<file path="src/rtl/sub_pipe_32bits.sv">
// Two-stage pipelined subtractor D = A - B - Bin, computed as A + ~B + !Bin with
// Kogge-Stone carry prefixes per stage and valid/ready handshakes on both sides.

module sub_pipe_prefix_carry #(
    parameter int N = 16
) (
    input  logic [N-1:0] i_g,
    input  logic [N-1:0] i_p,
    input  logic         i_cin,
    output logic [N:0]   o_c
);
    localparam int LEVELS = (N > 1) ? $clog2(N) : 1;

    logic [N-1:0] w_g;
    logic [N-1:0] w_p;

    // Log-depth group generate/propagate; carry into bit i+1 is G[i:0] | P[i:0] & cin
    always_comb begin
        w_g = i_g;
        w_p = i_p;
        for (int l = 0; l < LEVELS; l++) begin
            // Walk downward so w_g[i-d] still holds the previous level's value
            for (int i = N - 1; i >= (1 << l); i--) begin
                w_g[i] = w_g[i] | (w_p[i] & w_g[i - (1 << l)]);
                w_p[i] = w_p[i] & w_p[i - (1 << l)];
            end
        end
        o_c[0] = i_cin;
        for (int i = 0; i < N; i++) begin
            o_c[i + 1] = w_g[i] | (w_p[i] & i_cin);
        end
    end
endmodule

module sub_pipe_32bits #(
    parameter int WIDTH = 32,
    parameter int SPLIT = 16
) (
    input  logic             clk,
    input  logic             rst_n,
    input  logic             in_valid,
    output logic             in_ready,
    input  logic [WIDTH-1:0] A,
    input  logic [WIDTH-1:0] B,
    input  logic             Bin,
    output logic             out_valid,
    input  logic             out_ready,
    output logic [WIDTH-1:0] D,
    output logic             Bout,
    output logic             V,
    output logic             Z,
    output logic             N
);
    localparam int HW = WIDTH - SPLIT;

    logic [SPLIT-1:0] w_lo_g;
    logic [SPLIT-1:0] w_lo_p;
    logic [SPLIT:0]   w_lo_c;
    logic [SPLIT-1:0] w_lo_d;
    logic [HW-1:0]    w_hi_g;
    logic [HW-1:0]    w_hi_p;
    logic [HW:0]      w_hi_c;
    logic [HW-1:0]    w_hi_d;
    logic [WIDTH-1:0] w_d;
    logic             w_v;
    logic             w_s1_adv;
    logic             w_s2_adv;

    logic             r_s1_valid;
    logic [SPLIT-1:0] r_s1_dlo;
    logic             r_s1_c;
    logic [HW-1:0]    r_s1_ahi;
    logic [HW-1:0]    r_s1_nbhi;
    logic             r_s1_amsb;
    logic             r_s1_bmsb;

    logic             r_s2_valid;
    logic [WIDTH-1:0] r_d;
    logic             r_bout;
    logic             r_v;
    logic             r_z;
    logic             r_n;

    assign w_s2_adv = !r_s2_valid || out_ready;
    assign w_s1_adv = !r_s1_valid || w_s2_adv;
    assign in_ready = w_s1_adv;

    assign w_lo_g = A[SPLIT-1:0] & ~B[SPLIT-1:0];
    assign w_lo_p = A[SPLIT-1:0] ^ ~B[SPLIT-1:0];

    sub_pipe_prefix_carry #(.N(SPLIT)) u_lo_carry (
        .i_g   (w_lo_g),
        .i_p   (w_lo_p),
        .i_cin (~Bin),
        .o_c   (w_lo_c)
    );

    assign w_lo_d = w_lo_p ^ w_lo_c[SPLIT-1:0];

    assign w_hi_g = r_s1_ahi & r_s1_nbhi;
    assign w_hi_p = r_s1_ahi ^ r_s1_nbhi;

    sub_pipe_prefix_carry #(.N(HW)) u_hi_carry (
        .i_g   (w_hi_g),
        .i_p   (w_hi_p),
        .i_cin (r_s1_c),
        .o_c   (w_hi_c)
    );

    assign w_hi_d = w_hi_p ^ w_hi_c[HW-1:0];
    assign w_d    = {w_hi_d, r_s1_dlo};
    assign w_v    = (r_s1_amsb != r_s1_bmsb) && (w_d[WIDTH-1] != r_s1_amsb);

    // Stage 1: low half difference, split carry and upper operand bits
    always_ff @(posedge clk or negedge rst_n) begin
        if (!rst_n) begin
            r_s1_valid <= 1'b0;
            r_s1_dlo   <= {SPLIT{1'b0}};
            r_s1_c     <= 1'b0;
            r_s1_ahi   <= {HW{1'b0}};
            r_s1_nbhi  <= {HW{1'b0}};
            r_s1_amsb  <= 1'b0;
            r_s1_bmsb  <= 1'b0;
        end else if (w_s1_adv) begin
            r_s1_valid <= in_valid;
            if (in_valid) begin
                r_s1_dlo  <= w_lo_d;
                r_s1_c    <= w_lo_c[SPLIT];
                r_s1_ahi  <= A[WIDTH-1:SPLIT];
                r_s1_nbhi <= ~B[WIDTH-1:SPLIT];
                r_s1_amsb <= A[WIDTH-1];
                r_s1_bmsb <= B[WIDTH-1];
            end else begin
                r_s1_dlo  <= r_s1_dlo;
            end
        end else begin
            r_s1_valid <= r_s1_valid;
        end
    end

    // Stage 2: upper half, flags and the output registers
    always_ff @(posedge clk or negedge rst_n) begin
        if (!rst_n) begin
            r_s2_valid <= 1'b0;
            r_d        <= {WIDTH{1'b0}};
            r_bout     <= 1'b0;
            r_v        <= 1'b0;
            r_z        <= 1'b0;
            r_n        <= 1'b0;
        end else if (w_s2_adv) begin
            r_s2_valid <= r_s1_valid;
            if (r_s1_valid) begin
                r_d    <= w_d;
                r_bout <= ~w_hi_c[HW];
                r_v    <= w_v;
                r_z    <= (w_d == {WIDTH{1'b0}});
                r_n    <= w_d[WIDTH-1];
            end else begin
                r_d    <= r_d;
            end
        end else begin
            r_s2_valid <= r_s2_valid;
        end
    end

    assign out_valid = r_s2_valid;
    assign D         = r_d;
    assign Bout      = r_bout;
    assign V         = r_v;
    assign Z         = r_z;
    assign N         = r_n;
endmodule

</file>
<file path="config.mk">
export PLATFORM = sky130hd
export DESIGN_NAME = sub_pipe_32bits
export DESIGN_NICKNAME = d
export VERILOG_FILES = /design/src/rtl/sub_pipe_32bits.sv
export SDC_FILE = /design/constraint.sdc
export NUM_CORES = 1
export LEC_CHECK = 0
export CORE_MARGIN = 2
export CORE_UTILIZATION = 30
export CTS_CLUSTER_SIZE = 28
export DETAILED_ROUTE_END_ITERATION = 8
export HOLD_SLACK_MARGIN = 0.1
export PLACE_DENSITY = 0.53
export SYNTH_ARGS = -nofsm -noshare
export SYNTH_HDL_FRONTEND = slang
export SYNTH_SLANG_ARGS = --single-unit
</file>
<file path="constraint.sdc">
create_clock -name clk -period 2.7 [get_ports clk]
set_input_delay 0.54 -clock clk [delete_from_list [all_inputs] [get_ports clk]]
set_output_delay 0.54 -clock clk [all_outputs]
set_load 0.1 [all_outputs]
</file>
# --- After elaboration in Yosys (flattened, before gate mapping) ---
# Index checks and enable logic that the tools add are counted.
totals:
  reg_bits: 89
  input_bits: 69
op_classes:
  n_reduce_logical: 8
  bitwise_logic: 368
  n_eq_ne: 2
ops:
  columns: ["operator", "n"]
  rows:
  - ["1-bit AND", 228]
  - ["1-bit bitwise OR", 130]
  - ["16-bit bitwise XOR", 4]
  - ["16-bit AND", 2]
  - ["32-bit zero test", 1]
  - ["16-bit NOT", 2]
  - ["2-bit AND reduction", 2]
  - ["1-bit zero test", 2]
  - ["1-bit logical OR", 2]
  - ["1-bit != test", 2]
  - ["1-bit NOT", 2]
  - ["1-bit logical AND", 1]

# --- Logic depth before layout (Yosys ltp) ---
# Gate-level depths: netlist (run 1).
logic_depth:
  depth_word: 12
  ltp_mapped: 10
  mapped_depth_nobuf: 10

# --- Cells and area by module ---
# From an unflattened synthesis (run 1), not the netlist that was laid out.
unflattened:
  cells_unflattened: 455
  hier_area_um2: 4785.8
by_module_without_submodules:
  columns: ["module", "instances", "area_each_um2", "cells_per_inst"]
  rows:
  - ["sub_pipe_32bits", 1, 4032.6, 337]
  - ["sub_pipe_prefix_carry", 2, 376.6, 59]

# --- Worst setup path after synthesis (run 1) ---
# OpenSTA, ideal clock, no wires.
synth_path:
  path_type: "reg2reg"
  startpoint: "register r_s2_valid (netlist: out_valid)"
  endpoint: "register r_s1_ahi[10]"
  setup_slack_ps: -565
  arrival_time_ps: 3140
  stages_incl_launch_ff: 5
  setup_time_ps: 125
  n_path_buf: 1
  cell_sequence: "dfrtp_1 nand3b_1 nand2_1 buf_1 mux2_2"
synth_via:
  elab_chain_len: 4
synth_lines:
  columns: ["item", "line_no", "source"]
  rows:
  - ["from (decl)", "77", "logic r_s2_valid;"]
  - ["from (signal assigned)", "151", "r_s2_valid <= r_s1_valid;"]
  - ["from (signal assigned)", "162", "r_s2_valid <= r_s2_valid;"]
  - ["1-bit zero test", "84", "assign w_s2_adv = !r_s2_valid || out_ready;"]
  - ["1-bit logical OR", "84", null]
  - ["1-bit logical OR", "85", "assign w_s1_adv = !r_s1_valid || w_s2_adv;"]
  - ["named net in_ready", "42", "output logic in_ready,"]
  - ["2-bit AND reduction (no line)", null, null]
  - ["to (signal assigned)", "120", "r_s1_ahi <= {HW{1'b0}};"]
  - ["to (signal assigned)", "129", "r_s1_ahi <= A[WIDTH-1:SPLIT];"]
  - ["to (decl)", "72", "logic [HW-1:0] r_s1_ahi;"]
# The timed path passes the listed nets, and every way through them passes these cells.
# A chain may end at the register's enable or synchronous reset.

# --- Worst setup path after layout (run 1) ---
layout_path:
  startpoint: "register r_s1_ahi[0]"
  endpoint: "register r_z (netlist: Z)"
layout_via:
  elab_chain_len: 10
  word_cells_on_any_way: 76
  cone_classes: "bitwise (75); reduce/logical (1)"
layout_lines:
  columns: ["item", "line_no", "source"]
  rows:
  - ["16-bit AND", "100", "assign w_hi_g = r_s1_ahi & r_s1_nbhi;"]
  - ["1-bit AND", "24", "w_g[i] = w_g[i] | (w_p[i] & w_g[i - (1 << l)]);"]
  - ["1-bit bitwise OR", "24", null]
  - ["1-bit AND", "24", null]
  - ["1-bit bitwise OR", "24", null]
  - ["1-bit AND", "24", null]
  - ["1-bit bitwise OR", "24", null]
  - ["1-bit bitwise OR", "30", "o_c[i + 1] = w_g[i] | (w_p[i] & i_cin);"]
  - ["16-bit bitwise XOR *", "110", "assign w_hi_d = w_hi_p ^ w_hi_c[HW-1:0];"]
  - ["32-bit zero test *", "156", "r_z <= (w_d == {WIDTH{1'b0}});"]
  - ["to (signal assigned)", "156", null]
  - ["to (decl)", "81", "logic r_z;"]
# Every way passes the cells marked *; elsewhere a longest branch is shown, timed or not.

==> results of run 1 <==
## flip-flops by register name (all words and copies together), names as in the netlist
register,count
r_s1_nbhi,16
V,1
r_s1_dlo,16
r_s1_bmsb,1
r_s1_valid,1
out_valid,1
r_s1_c,1
Bout,1
r_s1_ahi,16
Z,1
D,32
## power by group through the flow
stage | clock network, µW | registers (µW) | logic, µW
3_5_place_dp | 0 | 1870 | 3200
3_3_place_gp | 0 | 1850 | 3180
6_report | 1370 | 1840 | 3230
5_1_grt | 1460 | 1880 | 3440
4_1_cts | 1420 | 1840 | 3210
2_1_floorplan | 0 | 3260 | 911
## synth_stat cells (2+ instances only)
master and number:
nor3_1 10, buf_1 3, nand2b_1 3, o211ai_1 4
xnor2_1 8, nor2b_1 4, o21a_1 5, and2_1 3
mux2i_1 2, xor2_1 13, inv_1 26, nor4_1 3
ha_1 32, clkbuf_1 11, nand2_1 58, nand3_1 4
o21ai_0 48, or3_1 3, o21bai_1 3, mux2_2 35
a31oi_1 3, and4_1 4, a21oi_1 20, fa_1 2
nor4b_1 2, nor2_1 8, nand4_1 2, dfrtp_1 87
o31ai_1 6, o31a_1 4
## per-stage QoR
stage          TNS, ns  total power (µW)  hold slack (ns)  util, %
3_3_place_gp     -2.36              5030            0.469     40.7
2_1_floorplan        0              4170            0.244        -
5_1_grt        -0.0880              6790            0.268     43.5
6_report             0              6440            0.215     43.5
3_5_place_dp     -2.79              5070            0.476     40.7
4_1_cts        -0.0361              6480            0.234     42.9
## cells by family after synthesis
kind of cell / Yosys count / share of synthesized area [%]
muxes: 37 / 8.97
buffers and inverters: 41 / 3.41
adders and majority gates: 34 / 9.54
and+or+nand+nor: 113 / 12.1
DFF: 87 / 47.2
xor gates and xnor gates: 21 / 3.98
AOI/OAI and AO/OA: 110 / 14.9
## metal layers
metal / wire length (µm) / vias to the layer above / global-route usage (%)
met5: 0 / - / 0
met4: 178 / 0 / 5.62
met3: 782 / 11 / 4.55
met2: 5040 / 82 / 23.5
met1: 4740 / 1733 / 16.6
li1: - / 1881 / -
## final timing paths
check                            start            to  cells past startpoint
min in group clk                 D[17]         D[17]                      2
max in group asynchronous        rst_n  r_s1_ahi[15]                      2
min reg2reg                      D[17]         D[17]                      2
max                        r_s1_ahi[0]             Z                      9
min                              rst_n  r_s1_nbhi[7]                      1
max reg2reg                r_s1_ahi[0]             Z                      9
## worst max-delay path, delay by kind of cell, from the launching register on
kind | cells | cell delay, ns
DFF | 1 | 0.39
buffers and inverters | 2 | 0.18
adders and majority gates | 1 | 0.54
and+or+nand+nor | 5 | 1.28
AOI/OAI and AO/OA | 1 | 0.18
## repair_timing
| action | 4_1_cts | 5_1_grt |
|---|---|---|
| buffers inserted | 1 | 1 |
| resized for setup | 2 | 23 |
| endpoints found under the setup margin | 5 | 10 |
| pin swaps | 5 | 6 |
| hold endpoints to repair | 0 | 0 |
## area by class of cell
class	instances	area, µm²	share of cell area [%]
Antenna cell	1	2.50	0.0379
Clock buffer	12	267	4.04
Clock inverter	3	65.1	0.987
Inverter	26	97.6	1.48
Multi-Input combinational cell	315	2370	36.0
Sequential cell	87	2180	33.1
Tap cell	188	235	3.57
Timing Repair Buffer	156	1380	20.9
==> out/metrics.csv, run 1 <==
metric,value,unit
status,completed,
fin_crit_sh,98.0,%
routed_wl,10700,µm
h-tree-depth,3,
synth-edff-count,0,
synth_top_cells_by_area,"dfrtp_1 (47%), ha_1 (8.7%), mux2_2 (8.5%), o21ai_0 (5.2%), nand2_1 (4.7%)",
cts.clk_slew.worst_paths,0.06,ns
clkPwrFrac,21.3,%
rows,45,
place.detailed.instances,770,
ys_dominant_reg_cell,dfrtp_1,
post_drt_via_cell_ratio,4.70,
setup_viol,0,
synth_cell_type_count,57,
hp-class,primary input to asynchronous set/reset pin,
wire_length_of_the_first_global_routing_pass,18100,µm
crit_path_end_kind,register,
die_y,128,µm
cts_num_sinks,87,
dp_hpwl,8300,µm
leakage_dissipation,0.00298,µW
grt_pass1_vias,3841,
post-synth-top-area-cell,dfrtp_1,
timing.clock.skew,0.00379,ns
floorplan.die.width,128,µm
final_max_slew_viol_count,0,
ant_nets,0,
ff2ff_setup_slack,0.05,ns
grt_antenna_before_repair,0,
grt_usage,14.0,%
p_sw_share,45.9,%
tritoncts.num_buffers,9,
worst-setup-path-type,register to register,
worst_slew_pin_slew,0.617,ns
share_of_cells_above_drive_strength_1,27.7,%
layoutNonFillerInstCount,788,
yosysTopAreaCellShare,47.2,%
cts_hold_buf,0,
seq_area_frac_synth,47.2,%
layout.cell_area.non_filler,6600,µm²
routed_length_per_placed_instance,13.6,µm
design.portCount,107,
crit_path_top_delay_cell,fa_1,
cp.required,2.96,ns
io_buffer_count,106,
post_synth_inst_count,443,
total_switching_power,2960,µW
yosys_warnings,0,
pin_count_of_the_biggest_net_entering_global_routing,52,
slew_headroom,58.9,%
part_of_the_power_in_combinational_logic,50.2,%
power.sequential.fraction,28.5,%
detailedRoute.firstPassIterationCount,4,
worstSkewPairLatency,0.34,ns
gp_routability_congestion,0.852,
max_stage_delay,0.54,ns
timing_hold_violations_final,0,
fill_cells,1464,
powerDensity,977,nW/µm²
syn_area,4620,µm²
fmax,378,MHz
worst-path-max-fanout,2,
coreArea,15100,µm²
post_synth.cell_area_avg,10.4,µm²
clockRootBuffer,clkbuf_16,
detailed_place.area,6160,µm²
critical_path.startpoint_type,register,
design.final.nets,698,
internal_power,3490,µW
layout-area-overhead-vs-synth,42.8,%
most_used_cells_in_the_layout_excluding_fill_and_tap_cells,"dfrtp_1 (86), buf_4 (86), clkdlybuf4s50_1 (67)",
drc_errors,0,
rsz0062_at_grt,true,
initial_core_util,30.5,%
clockBufferDepth,2,
final_critical_path_setup_slack,0.0536,ns
mappedNetlistNets,546,
fp.dieArea,16400,µm²
min_tclk_post_route,2.65,ns
ys_ff_latch,87,
cts_tree,built,
globalRoute.totalOverflow,0,
synthArstFlopShare,100,%
path_cells,"buf_4, inv_1, fa_1, nor4b_2, nand3_1, or4b_1, and4b_1, nand4_1, o31ai_2",
drt_iter0_markers,113,
dr_total_vias,3707,
cp_data_arrival_time,2.90,ns
peakVddDrop,0.000409,V
cap_viol_max_count,0,
pre_cts_slack,-0.452,ns
Note: power is estimated with default switching activity, not from simulation.
==> run 2, diff against run 1 <==
Settings changed: ABC_CLOCK_PERIOD_IN_PS set to 2700, CORE_MARGIN 2 to not set, CTS_CLUSTER_DIAMETER set to 100.
==> run 2 against run 1 <==
- wire length rose by 1.8%
- worst hold slack improved by 0.011 ns
- register-to-register slack improved by 0.04 ns
- power decreased by 3.9%
- sequential share of layout area increased by 0.47 points
- largest cell class unchanged
- largest power group unchanged
==> out/metrics.csv, run 2 (synthesis results as in run 1) <==
metric,value,unit
initial_core_util,31.3,%
routed_length_per_placed_instance,14.1,µm
layout.cell_area.non_filler,6500,µm²
path_cells,"ha_4, a211oi_4, o21ai_2, o21a_4, o31a_1, or4b_1, and4b_1, nand4_1, o31ai_2",
globalRoute.totalOverflow,0,
drt_iter0_markers,205,
drc_errors,0,
setup_viol,0,
worstSkewPairLatency,0.34,ns
grt_usage,14.4,%
fp.dieArea,15900,µm²
grt_antenna_before_repair,0,
cp.required,2.95,ns
fill_cells,1432,
layoutNonFillerInstCount,777,
power,6190,µW
detailedRoute.firstPassIterationCount,6,
cts.clk_slew.worst_paths,0.06,ns
worst-path-max-fanout,2,
largest_register_ffs,32,
powerDensity,952,nW/µm²
cp_data_arrival_time,2.86,ns
fmax,383,MHz
io_buffer_count,106,
clockBufferDepth,2,
cts_tree,built,
worst_slew_pin_slew,0.630,ns
dp_hpwl,8220,µm
share_of_cells_above_drive_strength_1,26.5,%
timing_hold_violations_final,0,
critical_path.startpoint_type,register,
wire_length_of_the_first_global_routing_pass,18000,µm
routed_wl,10900,µm
insertedDiodeCount,0,
hold_ws,0.226,ns
timing.clock.skew,0.00267,ns
most_used_cells_in_the_layout_excluding_fill_and_tap_cells,"dfrtp_1 (86), buf_4 (80), clkdlybuf4s50_1 (66)",
cpLargestDelayFamily,simple AND/OR/NAND/NOR gates,
coreArea,14800,µm²
design.final.nets,693,
min_tclk_post_route,2.61,ns
finish.utilization,44.1,%
rsz0062_at_grt,true,
gp_routability_congestion,0.775,
dr_total_vias,3678,
pin_count_of_the_biggest_net_entering_global_routing,52,
grt_pass1_vias,3685,
slew_headroom,58.0,%
ant_nets,0,
timing.critical_path.buf_inv,0,
rows,44,
cap_viol_max_count,0,
die_y,126,µm
place.detailed.instances,761,
post_drt_via_cell_ratio,4.73,
hp-class,primary input to asynchronous set/reset pin,
crit_path_end_kind,register,
worst-setup-path-type,register to register,
cts_num_sinks,87,
fin_crit_sh,96.7,%
detailed_place.area,6120,µm²
design.portCount,107,
cp.depth,9,
cts_hold_buf,0,
clockRootBuffer,clkbuf_16,
final_max_slew_viol_count,0,
crit_path_top_delay_cell,or4b_1,
most_common_cell_after_layout_fill_and_taps_aside,dfrtp_1,
tritoncts.num_buffers,9,
h-tree-depth,3,
status,completed,
layout-area-overhead-vs-synth,40.8,%
max_stage_delay,0.52,ns
timing.reg2reg.worst_path_depth,9,
peakVddDrop,0.000515,V
leakage_dissipation,0.00294,µW
floorplan.die.width,126,µm
run 2: cell count changes in the layout (fill, tap and decap cells not counted), moves of 2 or more:
cell	change
buf_4	-6
o21ai_0	+2
clkbuf_1	+2
bufinv_16	-2
run 2: final cells by class:
class | instances | area, µm² | area share (%)
Multi-Input combinational cell | 315 | 2380 | 36.7
Tap cell | 184 | 230 | 3.54
Inverter | 26 | 97.6 | 1.50
Sequential cell | 87 | 2180 | 33.5
Clock inverter | 1 | 5.00 | 0.0770
Timing Repair Buffer | 151 | 1350 | 20.7
Clock buffer | 13 | 260 | 4.00
run 2: metal layers:
layer	GRT usage, %	part of all wire, %	up-vias
met5	0	0	-
met4	6.38	1.8	0
met3	2.63	4.3	13
met2	24.7	48	105
met1	17.7	46	1693
li1	-	-	1867
run 2: worst paths after layout:
check	to	slack, ns	start
min in group clk	D[17]	0.48	D[17]
min	r_s1_ahi[8]	0.23	rst_n
max reg2reg	Z	0.09	r_s1_ahi[0]
max	Z	0.09	r_s1_ahi[0]
max in group asynchronous	r_s1_ahi[0]	1.83	rst_n
min reg2reg	D[17]	0.48	D[17]
run 2: per-stage QoR:
stage               TNS, ns  setup WS, ns
global placement      -2.61        -0.385
CTS                       0       0.00464
floorplan                 0        0.0154
finish                    0        0.0903
global route        -0.0514       -0.0469
detailed placement    -2.92        -0.441
run 2: repair_timing:
| item | CTS | global route |
|---|---|---|
| setup endpoints to repair | 6 | 8 |
| gates resized for setup | 8 | 16 |
| buffers inserted | 0 | 2 |
| pin swaps | 4 | 12 |
| endpoints found under the hold margin | 0 | 0 |
run 2: where the power goes:
| group | total [µW] | internal [µW] | switching [µW] |
|---|---|---|---|
| logic | 3210 | 965 | 2250 |
| clock network | 1130 | 662 | 465 |
| registers | 1850 | 1630 | 221 |
==> run 3, diff against run 2 <==
Settings changed: RECOVER_POWER set to 25.
==> run 3 against run 2 <==
- clock skew barely moved
- flip-flop and latch count did not move
- die area unchanged
- via count is 0.16% higher
- setup slack got worse by 0.0035 ns
- sequential power hardly changed
- combinational power barely moved
- critical endpoint unchanged
==> out/metrics.csv, run 3 (synthesis results as in run 1) <==
metric,value,unit
worst_slew_pin_slew,1.19,ns
cp_data_arrival_time,2.87,ns
clockBufferDepth,2,
critical_path.startpoint_type,register,
share_of_cells_above_drive_strength_1,26.5,%
final_critical_path_setup_slack,0.0868,ns
worstSkewPairLatency,0.34,ns
largest_register_ffs,32,
fin_crit_sh,96.8,%
timing.reg2reg.worst_path_depth,7,
pin_count_of_the_biggest_net_entering_global_routing,52,
clockRootBuffer,clkbuf_16,
io_buffer_count,106,
wire_length_of_the_first_global_routing_pass,18000,µm
most_common_cell_after_layout_fill_and_taps_aside,dfrtp_1,
cts_hold_buf,0,
grt_antenna_before_repair,0,
routed_length_per_placed_instance,14.0,µm
timing.critical_path.buf_inv,0,
cpLargestDelayFamily,simple AND/OR/NAND/NOR gates,
globalRoute.totalOverflow,0,
worst-path-max-fanout,3,
max_stage_delay,0.56,ns
routed_wl,10900,µm
crit_path_end_kind,register,
insertedDiodeCount,0,
detailedRoute.firstPassIterationCount,6,
cts_tree,built,
critical_r2r_launch,r_s1_dlo[13],
rsz0062_at_grt,true,
cts_num_sinks,87,
grt_usage,14.4,%
crit_path_top_delay_cell,or4_1,
status,completed,
place.detailed.instances,761,
layout-area-overhead-vs-synth,40.5,%
worst-setup-path-type,register to register,
min_tclk_post_route,2.61,ns
coreArea,14800,µm²
grt_pass1_vias,3685,
floorplan.die.width,126,µm
fill_cells,1435,
gp_routability_congestion,0.775,
leakage_dissipation,0.00293,µW
cap_viol_max_count,0,
ant_nets,0,
h-tree-depth,3,
powerDensity,954,nW/µm²
setup_viol,0,
final_max_slew_viol_count,0,
fmax,383,MHz
path_cells,"or4_1, nor4_2, nand3_1, or4b_1, and4b_1, nand4_1, o31ai_2",
cp.required,2.95,ns
tritoncts.num_buffers,9,
ff2ff_setup_slack,0.09,ns
slew_headroom,20.5,%
die_y,126,µm
timing_hold_violations_final,0,
layoutNonFillerInstCount,777,
timing.clock.skew,0.00263,ns
drt_iter0_markers,199,
design.portCount,107,
most_used_cells_in_the_layout_excluding_fill_and_tap_cells,"dfrtp_1 (86), buf_4 (79), clkdlybuf4s50_1 (66)",
dp_hpwl,8220,µm
hp-class,primary input to asynchronous set/reset pin,
drc_errors,0,
fp.dieArea,15900,µm²
cts.clk_slew.worst_paths,0.06,ns
dr_total_vias,3684,
initial_core_util,31.3,%
peakVddDrop,0.000515,V
rows,44,
design.final.nets,693,
pre_cts_slack,-0.441,ns
regToRegEndpoint,Z,
post_drt_via_cell_ratio,4.74,
[run 3: cell type report]
class / count / area, µm² / share of cell area (%)
Clock inverter: 1 / 5.00 / 0.0772
Multi-Input combinational cell: 315 / 2380 / 36.8
Tap cell: 184 / 230 / 3.55
Sequential cell: 87 / 2180 / 33.6
Inverter: 26 / 97.6 / 1.50
Timing Repair Buffer: 151 / 1330 / 20.5
Clock buffer: 13 / 260 / 4.01
[run 3: through the flow]
stage / TNS, ns / cell area [µm²] / util, % / hold slack [ns] / total power (µW)
floorplan: 0 / 4620 / - / 0.244 / 4170
global placement: -2.61 / 6120 / 41.5 / 0.467 / 5010
detailed placement: -2.92 / 6120 / 41.5 / 0.477 / 5050
CTS: 0 / 6420 / 43.5 / 0.239 / 6230
global route: -0.0514 / 6480 / 44.0 / 0.510 / 6510
finish: 0 / 6480 / 44.0 / 0.441 / 6190
[run 3: worst max-delay path by stage]
stage	from	end	slack (ns)	cells after the start
after floorplan	out_valid	r_s1_ahi[10]	0.02	4
after global placement	B[0]	r_s1_dlo[6]	-0.38	11
after detailed placement	B[7]	r_s1_dlo[15]	-0.44	12
after CTS	r_s1_ahi[0]	Z	0.005	9
after global routing	r_s1_nbhi[0]	Z	-0.05	9
final	r_s1_dlo[13]	Z	0.09	7
[run 3: metal layers]
metal / vias to the layer above / part of all wire (%) / routed length, µm / global-route usage [%]
met4: 0 / 1.7 / 184 / 6.38
met2: 101 / 49 / 5320 / 24.7
met3: 13 / 4.1 / 448 / 2.63
li1: 1867 / - / - / -
met5: - / 0 / 0 / 0
met1: 1703 / 45 / 4920 / 17.7
[run 3: what timing repair did]
item                                    4_1_cts  5_1_grt
resized for setup                             8       16
setup buffers                                 0        2
pin swaps                                     4       12
endpoints found under the hold margin         0        0
endpoints found under the setup margin        6        8
[run 3: report_power, final]
group / total (µW) / internal, µW / switching (µW)
Sequential: 1850 / 1630 / 221
Combinational: 3210 / 962 / 2250
Clock: 1130 / 662 / 465
Total: 6190 / 3250 / 2930
